===== config.mk =====
export PLATFORM = sky130hd
export DESIGN_NAME = bin_to_bcd_seq_flat
export DESIGN_NICKNAME = d
export VERILOG_FILES = /design/src/rtl/bin_to_bcd_seq_if.sv /design/src/rtl/bin_to_bcd_seq.sv /design/src/flat_wrapper.sv
export SDC_FILE = /design/constraint.sdc
export NUM_CORES = 1
export LEC_CHECK = 0
export ABC_CLOCK_PERIOD_IN_PS = 2300
export CAP_MARGIN = 20
export CORE_MARGIN = 3
export CORE_UTILIZATION = 50
export CTS_CLUSTER_SIZE = 28
export DETAILED_ROUTE_END_ITERATION = 6
export PLACE_DENSITY_LB_ADDON = 0.1
export SETUP_SLACK_MARGIN = 0.02
export SLEW_MARGIN = 20
export SYNTH_ARGS = -nofsm -noshare
export SYNTH_HDL_FRONTEND = slang
export SYNTH_SLANG_ARGS = --single-unit

===== constraint.sdc =====
create_clock -name Clk -period 2.3 [get_ports Clk]
set_input_delay 0.23 -clock Clk [delete_from_list [all_inputs] [get_ports Clk]]
set_output_delay 0.23 -clock Clk [all_outputs]
set_load 0.01 [all_outputs]

===== src/rtl/bin_to_bcd_seq_if.sv =====
// Handshake and data bundle between the display-select stage and the BCD converter.
interface bin_to_bcd_seq_if #(
  parameter int NBITS   = 22,
  parameter int NDIGITS = 7
);
  logic                   Start;
  logic [NBITS-1:0]       BinIn;
  logic [4*NDIGITS-1:0]   BcdOut;
  logic                   Busy;
  logic                   Done;
  logic                   Overflow;

  modport master (
    output Start, BinIn,
    input  BcdOut, Busy, Done, Overflow
  );

  modport slave (
    input  Start, BinIn,
    output BcdOut, Busy, Done, Overflow
  );
endinterface


===== src/rtl/bin_to_bcd_seq.sv =====
// Sequential double-dabble binary-to-BCD converter, one input bit per clock,
// with a held result register so the displays never see partial digits.
module bin_to_bcd_seq #(
  parameter int NBITS   = 22,
  parameter int NDIGITS = 7
) (
  input  logic             Clk,
  input  logic             Reset,
  bin_to_bcd_seq_if.slave  bus
);

  localparam int BW = 4 * NDIGITS;
  localparam int CW = $clog2(NBITS + 1);

  typedef enum logic {IDLE, CONV} state_t;

  state_t           state_q;
  logic [NBITS-1:0] shift_q;
  logic [BW-1:0]    scratch_q;
  logic [CW-1:0]    cnt_q;
  logic             sticky_q;
  logic [BW-1:0]    bcd_q;
  logic             ovf_q;
  logic             busy_q;
  logic             done_q;

  logic [BW-1:0]    adj_d;
  logic [BW-1:0]    scratch_d;
  logic [NBITS-1:0] shift_d;
  logic             carry_d;

  function automatic logic [3:0] add3(input logic [3:0] d);
    return (d >= 4'd5) ? (d + 4'd3) : d;
  endfunction

  // Adjust every digit in parallel, then shift {scratch, shift} left by one.
  always_comb begin
    adj_d = scratch_q;
    for (int k = 0; k < NDIGITS; k++) begin
      adj_d[4*k +: 4] = add3(scratch_q[4*k +: 4]);
    end
    {carry_d, scratch_d, shift_d} = {adj_d, shift_q, 1'b0};
  end

  always_ff @(posedge Clk or posedge Reset) begin
    if (Reset) begin
      state_q   <= IDLE;
      shift_q   <= '0;
      scratch_q <= '0;
      cnt_q     <= '0;
      sticky_q  <= 1'b0;
      bcd_q     <= '0;
      ovf_q     <= 1'b0;
      busy_q    <= 1'b0;
      done_q    <= 1'b0;
    end else begin
      done_q <= 1'b0;
      case (state_q)
        IDLE: begin
          if (bus.Start) begin
            shift_q   <= bus.BinIn;
            scratch_q <= '0;
            sticky_q  <= 1'b0;
            cnt_q     <= CW'(NBITS);
            busy_q    <= 1'b1;
            state_q   <= CONV;
          end
        end
        CONV: begin
          scratch_q <= scratch_d;
          shift_q   <= shift_d;
          cnt_q     <= cnt_q - CW'(1);
          sticky_q  <= sticky_q | carry_d;
          // Last bit: publish result and the overflow including this cycle's carry.
          if (cnt_q == CW'(1)) begin
            bcd_q   <= scratch_d;
            ovf_q   <= sticky_q | carry_d;
            done_q  <= 1'b1;
            busy_q  <= 1'b0;
            state_q <= IDLE;
          end
        end
        default: state_q <= IDLE;
      endcase
    end
  end

  assign bus.BcdOut   = bcd_q;
  assign bus.Overflow = ovf_q;
  assign bus.Busy     = busy_q;
  assign bus.Done     = done_q;

endmodule

===== src/flat_wrapper.sv =====
// flat-port wrapper written by rule: the top's interface ports become plain ports
module bin_to_bcd_seq_flat 
#(
  parameter int NBITS   = 22,
  parameter int NDIGITS = 7
)
  (Clk, Reset, bus_Start, bus_BinIn, bus_BcdOut, bus_Busy, bus_Done, bus_Overflow);
  bin_to_bcd_seq_if #(.NBITS(NBITS), .NDIGITS(NDIGITS)) bus_i ();
  input  logic Clk;
  input  logic Reset;
  input wire logic [$bits(bus_i.Start)-1:0] bus_Start;
  input wire logic [$bits(bus_i.BinIn)-1:0] bus_BinIn;
  output wire logic [$bits(bus_i.BcdOut)-1:0] bus_BcdOut;
  output wire logic [$bits(bus_i.Busy)-1:0] bus_Busy;
  output wire logic [$bits(bus_i.Done)-1:0] bus_Done;
  output wire logic [$bits(bus_i.Overflow)-1:0] bus_Overflow;
  assign bus_i.Start = bus_Start;
  assign bus_i.BinIn = bus_BinIn;
  assign bus_BcdOut = bus_i.BcdOut;
  assign bus_Busy = bus_i.Busy;
  assign bus_Done = bus_i.Done;
  assign bus_Overflow = bus_i.Overflow;
  bin_to_bcd_seq #(.NBITS(NBITS), .NDIGITS(NDIGITS)) u_core (.Clk(Clk), .Reset(Reset), .bus(bus_i));
endmodule

==> results.yml, run 1 <==
final_layout:
  syn2layout_area_growth_pct: 18.9
  postLayoutCellArea_um2: 5030
  drive_gt1_share_pct: 9.57
  nets: 496
  ff_latch_area_um2: 2200
  fin_util_pct: 63.2
  final_common_cell: "dfrtp_1"
  fillers: 687
  final_cell_mix: "87 x dfrtp_1, 54 x clkdlybuf4s50_1, 45 x nand2_1, 31 x a21oi_1, 30 x o21ai_0"
  diodes: 0
  multiInputGateArea_um2: 1790
  fin_cells: 562
sta:
  fmax_ghz: 0.603
  fin_setup_tns_ns: 0
  finalCritPeriodShare_pct: 72.1
  rsz0062_at_grt: "no"
  clock_skew_ns: 0.0126
  hold_violations: 0
  setup_violations: 0
  finalCriticalPeriod_ns: 1.66
  slew_headroom_pct: 62.7
  worst_hold_slack_ns: 0.276
  fin_ws_ns: 0.642
  tightest_slew_ns: 0.558
  slew_violations: 0
clock_network:
  cts.path.max_buffers: 2
  cts_inserted_buffers: 9
  post_cts_buffers: 0
  path_clk_slew_ns: 0.09
  cts_root_buffer: "clkbuf_8"
  cts_sinks: 88
  ctsResizeCount: 0
  cts_hold_buf: 0
  clock_latency_ns: 0.35
  cts_tree: "done"
  cts_max_level: 3
placement:
  gp_congestion: 0.779
  port_buffers: 55
  dp_hpwl_um: 5630
  placed_cells: 546
  pre_cts_ws_ns: 0.654
  placed_cell_area_um2: 4850
synth:
  ys_ff_latch: 88
  yosysSeqAreaShare_pct: 52.0
  syn_area_um2: 4230
  synth_nets: 443
  synth.distinct_cells: 30
  syn-instance-count: 402
  synth_area_per_cell_um2: 10.5
  yosysWarningCount: 0
die:
  start_util_pct: 53.1
  top_level_ports: 56
  die_x_um: 98.0
  dieArea_um2: 9600
  die_h_um: 98.0
  fp-row-count: 32
  core_um2: 7970
global_route:
  gr-total-overflow: 0
  antenna_found_initial: 0
  grt_first_pass_wirelength_um: 14300
  grt_max_degree: 50
  grt_pass1_vias: 3041
  grt_usage_pct: 18.1
worst_setup_path:
  crit_arrival_ns: 1.88
  slowest_delay_ns: 0.58
  worstPathCellList: "and4b_2 -> buf_4 -> mux2_4"
  slowest_stage: "dfrtp_2"
  crit_required_ns: 2.52
  critPathMaxFanout: 25
  start_kind: "register"
  cp-end-kind: "register"
  critical_path_class: "register to register"
hold_path:
  hold_class: "input port to async pin"
detailed_routing:
  drt_pass1_iterations: 4
  num_vias: 3029
  wire_per_inst_um: 14.7
  vias_per_cell: 5.39
  totalWireLength_um: 8270
  drc: 0
  postRouteAntennaNets: 0
  drtIter0Drc: 118
power_and_ir_drop:
  power_frac_clock_pct: 14.7
  ir_drop_uv: 464
  swShare_pct: 36.8
  power_mw: 6.94
  pwr_density_cell_nw_per_um2: 1380
  p_int_mw: 4.39
  p_leak_nw: 2.29
  combPwrFrac_pct: 45.2
  seqPwrFrac_pct: 40.1
  power.switching_mw: 2.56
run_status:
  run_status: "finished, final reports clean"
job:
  maxCapViolations: 0
==> final timing paths <==
path | startpoint | endpoint | slack, ns | cells past startpoint
min in group Clk | bus_Start | u_core.scratch_q[2] | 0.32 | 3
setup reg to reg | u_core.state_q | u_core.bus.BcdOut[25] | 0.64 | 3
setup / recovery | u_core.state_q | u_core.bus.BcdOut[25] | 0.64 | 3
hold reg to reg | u_core.shift_q[3] | u_core.shift_q[4] | 0.49 | 2
max in group asynchronous | Reset | u_core.scratch_q[19] | 1.39 | 3
hold / removal | Reset | u_core.scratch_q[10] | 0.28 | 2
==> metal layers <==
layer	vias to the layer above	GRT usage (%)	part of all wire, %
met4	0	6.82	1.5
met3	10	3.93	4.3
met5	-	0	0
met1	1474	24.3	48
met2	58	29.0	46
li1	1487	-	-
==> critical path, delay by kind of cell (launching register included) <==
kind	cells	cell delay, ns
buffers and inverters	1	0.32
DFF	1	0.58
muxes	1	0.33
and+or+nand+nor	1	0.29
==> cell families (layout without fill, tap and decap cells) <==
logic type / after synthesis / count (layout) / share of synthesized area (%)
compound gates: 100 / 100 / 13.7
flops: 88 / 88 / 52.0
buf+inv: 48 / 106 / 5.65
xor+xnor: 8 / 8 / 1.66
mux: 45 / 45 / 12.0
fa+ha+maj: 16 / 16 / 4.73
simple gates: 97 / 97 / 10.2
==> cell usage after synthesis <==
library cell | number | area [um^2]
buf_2 | 7 | 35.0
a22o_1 | 7 | 61.3
inv_1 | 25 | 93.8
buf_6 | 4 | 45.0
buf_1 | 2 | 7.51
mux2i_1 | 29 | 290
nor3_1 | 9 | 45.0
dfrtp_1 | 88 | 2200
a21boi_0 | 1 | 7.51
xnor2_1 | 8 | 70.1
nand2_1 | 45 | 169
mux2_4 | 10 | 150
a31oi_1 | 8 | 50.1
nand3_1 | 1 | 5.00
ha_1 | 16 | 200
o21ai_0 | 30 | 150
clkbuf_1 | 7 | 26.3
a21o_1 | 7 | 52.6
o22ai_1 | 14 | 87.6
nor2_2 | 2 | 12.5
nor2_1 | 24 | 90.1
mux2_2 | 6 | 67.6
nor3b_1 | 6 | 45.0
inv_2 | 1 | 3.75
buf_12 | 1 | 20.0
nand2b_1 | 9 | 56.3
o31ai_1 | 2 | 15.0
and4b_1 | 1 | 10.0
buf_4 | 1 | 7.51
a21oi_1 | 31 | 155
==> registers in the layout, summed over array words and instances (netlist names) <==
signal	count
u_core.bus.BcdOut	28
u_core.scratch_q	28
u_core.shift_q	22
u_core.cnt_q	5
u_core.bus.Busy	1
u_core.bus.Done	1
u_core.bus.Overflow	1
u_core.state_q	1
u_core.sticky_q	1
==> power by group through the flow <==
stage          Clock, mW  Combinational (mW)  Sequential, mW
6_report            1.02                3.14            2.78
5_1_grt             1.12                3.53            2.89
4_1_cts             1.05                3.18            2.78
3_5_place_dp           0                3.17            2.80
3_3_place_gp           0                3.05            2.78
2_1_floorplan          0                2.13            2.78
==> layout make-up <==
cell class | instances | area share [%]
sequential | 88 | 43.8
multi-input combinational | 266 | 35.6
timing repair buffer | 64 | 12.4
clock buffer | 13 | 2.76
tap | 102 | 2.54
inverter | 26 | 2.01
clock inverter | 3 | 0.870
(Power assumes the default switching activity.)
==> run 2: changes to the inputs <==
--- a/config.mk
+++ b/config.mk
@@ -5,7 +5,7 @@
 export SDC_FILE = /design/constraint.sdc
 export NUM_CORES = 1
 export LEC_CHECK = 0
-export ABC_CLOCK_PERIOD_IN_PS = 2300
+export ABC_CLOCK_PERIOD_IN_PS = 1500
 export CAP_MARGIN = 20
 export CORE_MARGIN = 3
 export CORE_UTILIZATION = 50
==> constraint.sdc (replaced) <==
create_clock -name Clk -period 1.5 [get_ports Clk]
set_input_delay 0.15 -clock Clk [delete_from_list [all_inputs] [get_ports Clk]]
set_output_delay 0.15 -clock Clk [all_outputs]
set_load 0.01 [all_outputs]
==> results.yml, run 2 (synthesis results as in run 1) <==
die:
  top_level_ports: 56
  core_um2: 7970
  start_util_pct: 53.1
  die_h_um: 98.0
  die_x_um: 98.0
  fp-row-count: 32
  dieArea_um2: 9600
global_route:
  grt_max_degree: 89
  grt_usage_pct: 18.6
  antenna_found_initial: 0
  grt_pass1_vias: 3167
  gr-total-overflow: 0
  grt_first_pass_wirelength_um: 14500
detailed_routing:
  drc: 0
  num_vias: 3226
  postRouteAntennaNets: 0
  wl_met2_um: 4470
  vias_per_cell: 5.41
  totalWireLength_um: 9180
  wl_met1_um: 4160
  drtIter0Drc: 115
  wire_per_inst_um: 15.4
  drt_pass1_iterations: 4
  wl_met3_um: 427
  top_layer_used: "met4"
clock_network:
  cts_sinks: 88
  cts_tree: "done"
  cts_max_level: 3
  cts_inserted_buffers: 9
  cts.path.max_buffers: 2
  path_clk_slew_ns: 0.08
  cts_root_buffer: "clkbuf_8"
  cts_hold_buf: 0
  clock_latency_ns: 0.36
final_layout:
  final_common_cell: "dfrtp_1"
  nets: 531
  drive_gt1_share_pct: 25.5
  fin_util_pct: 70.9
  syn2layout_area_growth_pct: 33.6
  ff_latch_area_um2: 2200
  diodes: 0
  multiInputGateArea_um2: 2040
  final_cell_mix: "86 x dfrtp_1, 52 x clkdlybuf4s50_1, 45 x nand2_1, 34 x buf_4, 28 x o21ai_0"
  fillers: 610
power_and_ir_drop:
  power.switching_mw: 4.53
  swShare_pct: 36.9
  power_frac_clock_pct: 13.1
  p_leak_nw: 2.55
  combPwrFrac_pct: 51.7
  p_int_mw: 7.76
  pwr_density_cell_nw_per_um2: 2170
  seqPwrFrac_pct: 35.3
  ir_drop_uv: 923
job:
  maxCapViolations: 0
run_status:
  run_status: "finished with violations"
  violations: "setup timing"
worst_setup_path:
  critical_path_class: "register to register"
  crit_buf_inv: 2
  worstPathCellList: "inv_2 -> ha_4 -> and4b_4 -> clkbuf_16 -> mux2_4"
  r2r_start: "u_core.cnt_q[1]"
  cp-end-kind: "register"
  reg2reg_depth: 5
  crit_required_ns: 1.74
  start_kind: "register"
  timing.rr.end: "u_core.bus.BcdOut[14]"
  slowest_stage: "dfrtp_1"
  crit_arrival_ns: 1.76
  critPathMaxFanout: 5
  slowest_delay_ns: 0.40
  crit_cells: 5
  ff2ff_setup_slack_ns: -0.02
  path_delay_family: "flip-flops"
sta:
  finalCriticalPeriod_ns: 1.52
  rsz0062_at_grt: "yes"
  slew_violations: 0
  setup_violations: 13
  fin_ws_ns: -0.0228
  slew_headroom_pct: 68.3
  clock_skew_ns: 0.0116
  hold_violations: 0
  finalCritPeriodShare_pct: 102
  tightest_slew_ns: 0.476
  fmax_ghz: 0.657
hold_path:
  hold_class: "input port to register"
  hold_path_depth: 4
  whs_endpoint: "u_core.state_q"
  min-delay-start: "bus_Start"
placement:
  port_buffers: 55
  dp_hpwl_um: 5600
  pre_cts_ws_ns: -0.0881
  gp_congestion: 0.830
[run 2: per-stage QoR]
stage	area, um^2	cells	total power [mW]	TNS (ns)	hold slack (ns)
finish	5650	596	12.3	-0.121	0.241
global placement	5070	570	9.30	-0.0127	0.460
detailed placement	5070	570	9.57	-0.788	0.471
floorplan	4240	402	7.52	0	0.306
CTS	5320	587	11.4	0	0.235
global route	5650	596	13.2	-0.945	0.243
[run 2: how the worst max path moves through the flow]
stage                               from                    end
global placement     u_core.scratch_q[0]   u_core.bus.BcdOut[2]
detailed placement   u_core.scratch_q[4]   u_core.bus.BcdOut[6]
finish                   u_core.cnt_q[1]  u_core.bus.BcdOut[14]
floorplan           u_core.scratch_q[24]  u_core.bus.BcdOut[26]
CTS                      u_core.cnt_q[1]  u_core.bus.BcdOut[22]
global route             u_core.cnt_q[1]   u_core.bus.BcdOut[8]
[run 2: cell type report]
| type | instances | area share [%] |
|---|---|---|
| Clock buffer | 11 | 2.50 |
| Clock inverter | 4 | 0.797 |
| Inverter | 26 | 1.79 |
| Multi-Input combinational cell | 266 | 36.2 |
| Sequential cell | 88 | 39.0 |
| Tap cell | 102 | 2.26 |
| Timing Repair Buffer | 99 | 17.5 |
[run 2: power by group through the flow]
stage / sequential, mW / clock (mW) / combinational, mW
2_1_floorplan: 4.26 / 0 / 3.26
3_3_place_gp: 4.17 / 0 / 5.13
3_5_place_dp: 4.21 / 0 / 5.35
4_1_cts: 4.21 / 1.64 / 5.56
5_1_grt: 4.48 / 1.75 / 6.98
6_report: 4.33 / 1.61 / 6.35
[run 2: worst reg2reg max path, delay by kind of cell, from the launching register on]
| family | cells | cell delay, ns |
|---|---|---|
| buffers and inverters | 2 | 0.27 |
| adder cells (fa/ha/maj) | 1 | 0.12 |
| multiplexers | 1 | 0.30 |
| AND/OR/NAND/NOR | 1 | 0.32 |
| flip-flops | 1 | 0.40 |
[run 2: per-layer routing]
metal | vias up | global-route usage (%)
met2 | 78 | 30.8
li1 | 1556 | -
met1 | 1581 | 23.5
met3 | 11 | 4.71
met5 | - | 0
met4 | 0 | 7.03
[run 2: what timing repair did]
action,4_1_cts,5_1_grt
setup buffers,2,7
pin swaps,6,11
endpoints found under the setup margin,27,40
resized for setup,16,56
cloned,0,2
